--- config.mk ---
export PLATFORM = sky130hd
export DESIGN_NAME = crc_multi_step_stream
export DESIGN_NICKNAME = d
export VERILOG_FILES = /design/src/rtl/crc_multi_step_stream.sv
export SDC_FILE = /design/constraint.sdc
export NUM_CORES = 1
export LEC_CHECK = 0
export CORE_MARGIN = 5
export CORE_UTILIZATION = 51
export CTS_CLUSTER_SIZE = 16
export DETAILED_ROUTE_END_ITERATION = 16
export GPL_TIMING_DRIVEN = 0
export PLACE_DENSITY = 0.71
export SETUP_SLACK_MARGIN = 0.1
export SLEW_MARGIN = 0
export SYNTH_ARGS = -nofsm -noshare
export SYNTH_HDL_FRONTEND = slang
export SYNTH_SLANG_ARGS = --single-unit
export TNS_END_PERCENT = 20
--- constraint.sdc ---
create_clock -name clk -period 9 [get_ports clk]
set_input_delay 1.8 -clock clk [delete_from_list [all_inputs] [get_ports clk]]
set_output_delay 1.8 -clock clk [all_outputs]
set_load 0.02 [all_outputs]
--- src/rtl/crc_multi_step_stream.sv ---
// ============================================================================
// Module      : crc_multi_step_stream
// Description : Streaming multi-step CRC engine with valid/ready flow control.
//               Full words fold in one cycle; a partial last word folds one
//               byte per cycle. Optional result checker: CRC_STREAM_CHECK_EN.
// Revision    : 1.0 - initial release
// ============================================================================
`default_nettype none

module crc_multi_step_stream #(
    parameter int              DIN_WIDTH   = 32,
    parameter int              WIDTH       = 32,
    parameter logic [WIDTH-1:0] POLY       = 32'h04C1_1DB7,
    parameter logic [WIDTH-1:0] XOR_IN     = 32'hFFFF_FFFF,
    parameter bit              REFLECT_IN  = 1'b1,
    parameter bit              REFLECT_OUT = 1'b1,
    parameter logic [WIDTH-1:0] XOR_OUT    = 32'hFFFF_FFFF
`ifdef CRC_STREAM_CHECK_EN
    ,
    parameter logic [WIDTH-1:0] CHECK_VALUE = 32'h2144_DF1C
`endif
) (
    input  logic                              clk,
    input  logic                              rst,
    input  logic [DIN_WIDTH-1:0]              din,
    input  logic                              din_valid,
    output logic                              din_ready,
    input  logic                              din_first,
    input  logic                              din_last,
    input  logic [$clog2(DIN_WIDTH/8):0]      din_nbytes,
    output logic [WIDTH-1:0]                  crc_out,
`ifdef CRC_STREAM_CHECK_EN
    output logic                              crc_ok,
`endif
    output logic                              crc_out_valid
);

    localparam int NB  = DIN_WIDTH / 8;
    localparam int NBW = $clog2(NB) + 1;

    localparam logic [NBW-1:0] c_nb  = NB[NBW-1:0];
    localparam logic [NBW-1:0] c_one = {{(NBW-1){1'b0}}, 1'b1};

    localparam logic [1:0] c_st_accept = 2'd0;
    localparam logic [1:0] c_st_tail   = 2'd1;
    localparam logic [1:0] c_st_out    = 2'd2;

    logic [1:0]           r_state;
    logic [WIDTH-1:0]     r_crc;
    logic [DIN_WIDTH-1:0] r_word;
    logic [NBW-1:0]       r_cnt;
    logic [WIDTH-1:0]     r_crc_out;
    logic                 r_out_valid;
`ifdef CRC_STREAM_CHECK_EN
    logic                 r_crc_ok;
`endif

    logic [WIDTH-1:0]     w_seed;
    logic [WIDTH-1:0]     w_word_crc;
    logic [WIDTH-1:0]     w_tail_crc;
    logic                 w_accept;
    logic                 w_partial;

    // MSB-first shift over one byte; reflected input is realised by
    // reversing the byte before it enters the register.
    function automatic logic [WIDTH-1:0] f_fold_byte(input logic [WIDTH-1:0] c_in,
                                                     input logic [7:0] d);
        logic [WIDTH-1:0] c;
        logic [7:0]       b;
        logic             fb;
        c = c_in;
        for (int i = 0; i < 8; i++) begin
            b[i] = REFLECT_IN ? d[7-i] : d[i];
        end
        for (int i = 7; i >= 0; i--) begin
            fb = c[WIDTH-1] ^ b[i];
            c  = {c[WIDTH-2:0], 1'b0};
            if (fb) begin
                c = c ^ POLY;
            end
        end
        return c;
    endfunction

    function automatic logic [WIDTH-1:0] f_fold_word(input logic [WIDTH-1:0] c_in,
                                                     input logic [DIN_WIDTH-1:0] w);
        logic [WIDTH-1:0] c;
        c = c_in;
        for (int i = 0; i < NB; i++) begin
            c = f_fold_byte(c, w[DIN_WIDTH-1-8*i -: 8]);
        end
        return c;
    endfunction

    function automatic logic [WIDTH-1:0] f_finish(input logic [WIDTH-1:0] c);
        logic [WIDTH-1:0] r;
        for (int i = 0; i < WIDTH; i++) begin
            r[i] = REFLECT_OUT ? c[WIDTH-1-i] : c[i];
        end
        return r ^ XOR_OUT;
    endfunction

    always_comb begin
        w_accept   = din_valid && din_ready;
        w_seed     = din_first ? XOR_IN : r_crc;
        w_word_crc = f_fold_word(w_seed, din);
        w_tail_crc = f_fold_byte(r_crc, r_word[DIN_WIDTH-1 -: 8]);
        w_partial  = (din_nbytes != '0) && (din_nbytes < c_nb);
    end

    always_ff @(posedge clk or posedge rst) begin
        if (rst) begin
            r_state     <= c_st_accept;
            r_crc       <= XOR_IN;
            r_word      <= '0;
            r_cnt       <= '0;
            r_crc_out   <= '0;
            r_out_valid <= 1'b0;
`ifdef CRC_STREAM_CHECK_EN
            r_crc_ok    <= 1'b0;
`endif
        end else begin
            r_out_valid <= 1'b0;
`ifdef CRC_STREAM_CHECK_EN
            r_crc_ok    <= 1'b0;
`endif
            case (r_state)
                c_st_accept: begin
                    if (w_accept) begin
                        if (!din_last) begin
                            r_crc <= w_word_crc;
                        end else if (w_partial) begin
                            // Park the seed; the tail bytes are folded serially.
                            r_crc   <= w_seed;
                            r_word  <= din;
                            r_cnt   <= din_nbytes;
                            r_state <= c_st_tail;
                        end else begin
                            r_crc       <= w_word_crc;
                            r_crc_out   <= f_finish(w_word_crc);
                            r_out_valid <= 1'b1;
`ifdef CRC_STREAM_CHECK_EN
                            r_crc_ok    <= (f_finish(w_word_crc) == CHECK_VALUE);
`endif
                            r_state     <= c_st_out;
                        end
                    end
                end
                c_st_tail: begin
                    r_crc  <= w_tail_crc;
                    r_word <= r_word << 8;
                    r_cnt  <= r_cnt - c_one;
                    if (r_cnt == c_one) begin
                        r_crc_out   <= f_finish(w_tail_crc);
                        r_out_valid <= 1'b1;
`ifdef CRC_STREAM_CHECK_EN
                        r_crc_ok    <= (f_finish(w_tail_crc) == CHECK_VALUE);
`endif
                        r_state     <= c_st_out;
                    end
                end
                c_st_out: begin
                    r_crc   <= XOR_IN;
                    r_state <= c_st_accept;
                end
                default: begin
                    r_crc   <= XOR_IN;
                    r_state <= c_st_accept;
                end
            endcase
        end
    end

    assign din_ready     = (r_state == c_st_accept) && !rst;
    assign crc_out       = r_crc_out;
    assign crc_out_valid = r_out_valid;
`ifdef CRC_STREAM_CHECK_EN
    assign crc_ok        = r_crc_ok;
`endif

endmodule

`default_nettype wire

==> results.md <==
* Die area at around 21000 um^2
* Setup_tns at 0 ns
* RSZ-0062 raised after global routing: false
* H-tree levels at 3
* Hold slack at around 0.47 ns
* Worst slew margin at between 20% and 30%
* Synth Warn # at 0
* Worst-path clk slew at about 0.07 ns
* Final ANT Viol Nets at 0
* First-pass GRT wire length at roughly 46 mm
* Filler cells at ~1600
* Min cycle time layout at about 6.0 ns
* Clk Tree Root Cell: clkbuf_16
* Least-Margin Pin Slew at roughly 1.1 ns
* Yosys cell types at between 60 and 70
* EDFF count, synth at 0
* Setup Buffers After CTS at 0
* Die Y at about 140 um
* Std cell rows at between 40 and 50
* Most common cell after layout, fill and taps aside: xnor2_1
* P&R area growth vs syn at 14.3%
* CP max stage delay at approximately 0.61 ns
* Initial DRC Count at roughly 730
* Req. time, crit path at approximately 9 ns
* # DRC at 0
* Reg2reg start: r_crc[23]
* Nets@finish at approximately 1100
* Chip Width at ~140 um
* Vias in the first global route at 7466
* Crit-path most repeated cell: xnor2_1
* CTS tree: yes
* Synth Area in XOR/XNOR at 45.5%
* Post-Synth Simple-Gate Area at roughly a tenth
* Maximum capacitance violations at 0
* CTS max path bufs at 2
* HP Class: reg2reg
* Layout cells sized above 1 at a little over an eighth
* Vias at 7264
* Final period util at 66.8%
* CTS Buf Count at 9
* Final Hold Viols at 0
* Mapped Cells at approximately 940
* Drt first pass iters at 6
* Post-synthesis average cell area at between 9 and 10 um^2
* Post-CTS sizing at 0
* GRT overflow at 0
* Inserted Diodes at 0
* DP HPWL at around 24 mm
* Status: complete, no violations
* Worst skew pair latency at around 0.35 ns
* Clock skew at between 0.009 and 0.01 ns
* Clk sinks at around 100
* # hold bufs at CTS at 0
* Hold Path Sink: crc_out[21]
* PortBufs at between 60 and 70
* Max Fclk at ~170 MHz
* Setup slack, reg-to-reg at about 4.3 ns
* Final WS setup at about 3.0 ns
* Top FF cell, synth: dfrtp_1
* Largest family of logic cells by synthesized area: XOR/XNOR gates
* Path depth of the worst reg2reg path at 12
* Setup violators final at 0
* Synthesized cell area at around 9300 um^2
* I/O pins at 74
* RD Place Congestion at 1.02
* Seq/Total Area, Yosys at approximately 28%
* CP Cell Sequence: clkdlybuf4s50_1 > xor2_1 > xnor3_2 > xnor2_1 > xnor3_1 > xnor3_4 > xor2_4 > xnor2_1 > xnor2_1 > a211oi_1 > o32a_1
* Total GRT Usage at 28.6%
* Fin. max-slew vios at 0
* Crit Path Class: in2reg
* Arrival @ worst endpoint at about 6.3 ns
* Hold Crit Start: crc_out[21]
* Vias per cell at slightly below 6
* Hold Path Stages at 2
* Post-Synth Adder-Cell Area at 0.270%
* CP max FO at 5
* Synth Register Bits at approximately 100
* Largest net degree at the start of global routing at 55
* Complex-gate fraction of the synthesized area at a little under an eighth
* CP max stage cell: clkdlybuf4s50_1
* Routed len/inst at ~24 um
* Worst setup EP type: flip-flop
* Place WS at approximately 2.7 ns
* Initial Util at between 50% and 60%
* Reg2reg end: r_crc[25]
* Mux contribution to synthesized area at less than 1%
* Ys async rst share at 100%
* Core Region at about 18000 um^2
* Post-Route WL at 30.4 mm
* Startpoint types: primary input
* Post-synth net total at between 900 and 1000
* Initial antenna violation count at 0
* Most frequent cells in the layout: xnor2_1, nor2_1, nand2_1
layer usage:
layer | vias up | share of wire, % | track usage (%)
met2 | 350 | 45 | 44.6
met1 | 3586 | 44 | 41.4
met3 | 58 | 8.1 | 4.18
met4 | 0 | 3.0 | 8.33
met5 | - | 0 | 0
li1 | 3270 | - | -
synthesized netlist by cell type (all sizes together), types with 2 or more instances:
cell type | instances | area [um^2]
xor3 | 8 | 195
or2 | 2 | 12.5
nand2b | 3 | 18.8
nor3 | 5 | 25.0
xnor3 | 43 | 998
a22o | 2 | 17.5
a31oi | 14 | 87.6
o211ai | 6 | 45.0
o221ai | 4 | 35.0
nor3b | 2 | 15.0
nor2b | 2 | 12.5
a21o | 9 | 67.6
nand3 | 10 | 50.1
nand2 | 77 | 289
inv | 6 | 22.5
xor2 | 73 | 718
a211oi | 14 | 105
xnor2 | 232 | 2310
or3 | 2 | 12.5
o21a | 7 | 52.6
a211o | 3 | 26.3
o22ai | 21 | 131
nor2 | 134 | 520
dfstp | 32 | 841
mux2 | 3 | 37.5
dfrtp | 70 | 1750
o32a | 2 | 20.0
a21oi | 35 | 175
o221a | 7 | 78.8
o21ai | 33 | 165
o31ai | 3 | 22.5
ha | 2 | 25.0
buf | 20 | 140
and3 | 2 | 12.5
o22a | 3 | 26.3
clkbuf | 36 | 149
registers in the layout, indices dropped and copies added, names as in the netlist:
| signal | count |
|---|---|
| r_cnt | 3 |
| r_word | 32 |
| crc_out_valid | 1 |
| crc_out | 32 |
| r_crc | 32 |
| r_state | 2 |
layout make-up:
class	count	area [um^2]	area share, %
Inverter	6	25.0	0.236
Clock inverter	5	106	1.00
Buffer	56	289	2.72
Timing Repair Buffer	67	688	6.49
Clock buffer	11	243	2.29
Sequential cell	102	2590	24.4
Multi-Input combinational cell	771	6380	60.1
Tap cell	229	287	2.70
cell families after synthesis:
logic type	Yosys count
multiplexers	3
AO/OA/AOI/OAI	168
buffers and inverters	62
flip-flops	102
adder cells (fa/ha/maj)	2
XOR/XNOR	356
AND/OR/NAND/NOR	242
how the worst max path moves through the flow:
stage                  from          to  slack (ns)  depth (start not counted)
global route        din[21]   r_crc[25]        2.81                         11
detailed placement  din[21]   r_crc[25]        2.66                         11
CTS                 din[21]   r_crc[25]        3.03                         11
floorplan               rst  r_word[10]        3.18                          8
finish              din[21]   r_crc[25]        2.99                         11
global placement        rst  r_word[15]        0.29                          9
stage by stage:
step	cells	cell area [um^2]	util (%)
after floorplan	935	9280	-
after global placement	1230	10200	56.9
after detailed placement	1231	10300	57.1
after CTS	1247	10600	59.1
after global routing	1247	10600	59.1
final	1247	10600	59.1
worst max-delay path, delay by kind of cell:
family | cells | cell delay, ns
AO/OA/AOI/OAI | 2 | 0.52
XOR/XNOR | 8 | 3.36
buffers and inverters | 1 | 0.61
Power is not shown: default switching activity piles up to over one toggle a cycle in this logic, so the estimate is an artifact.
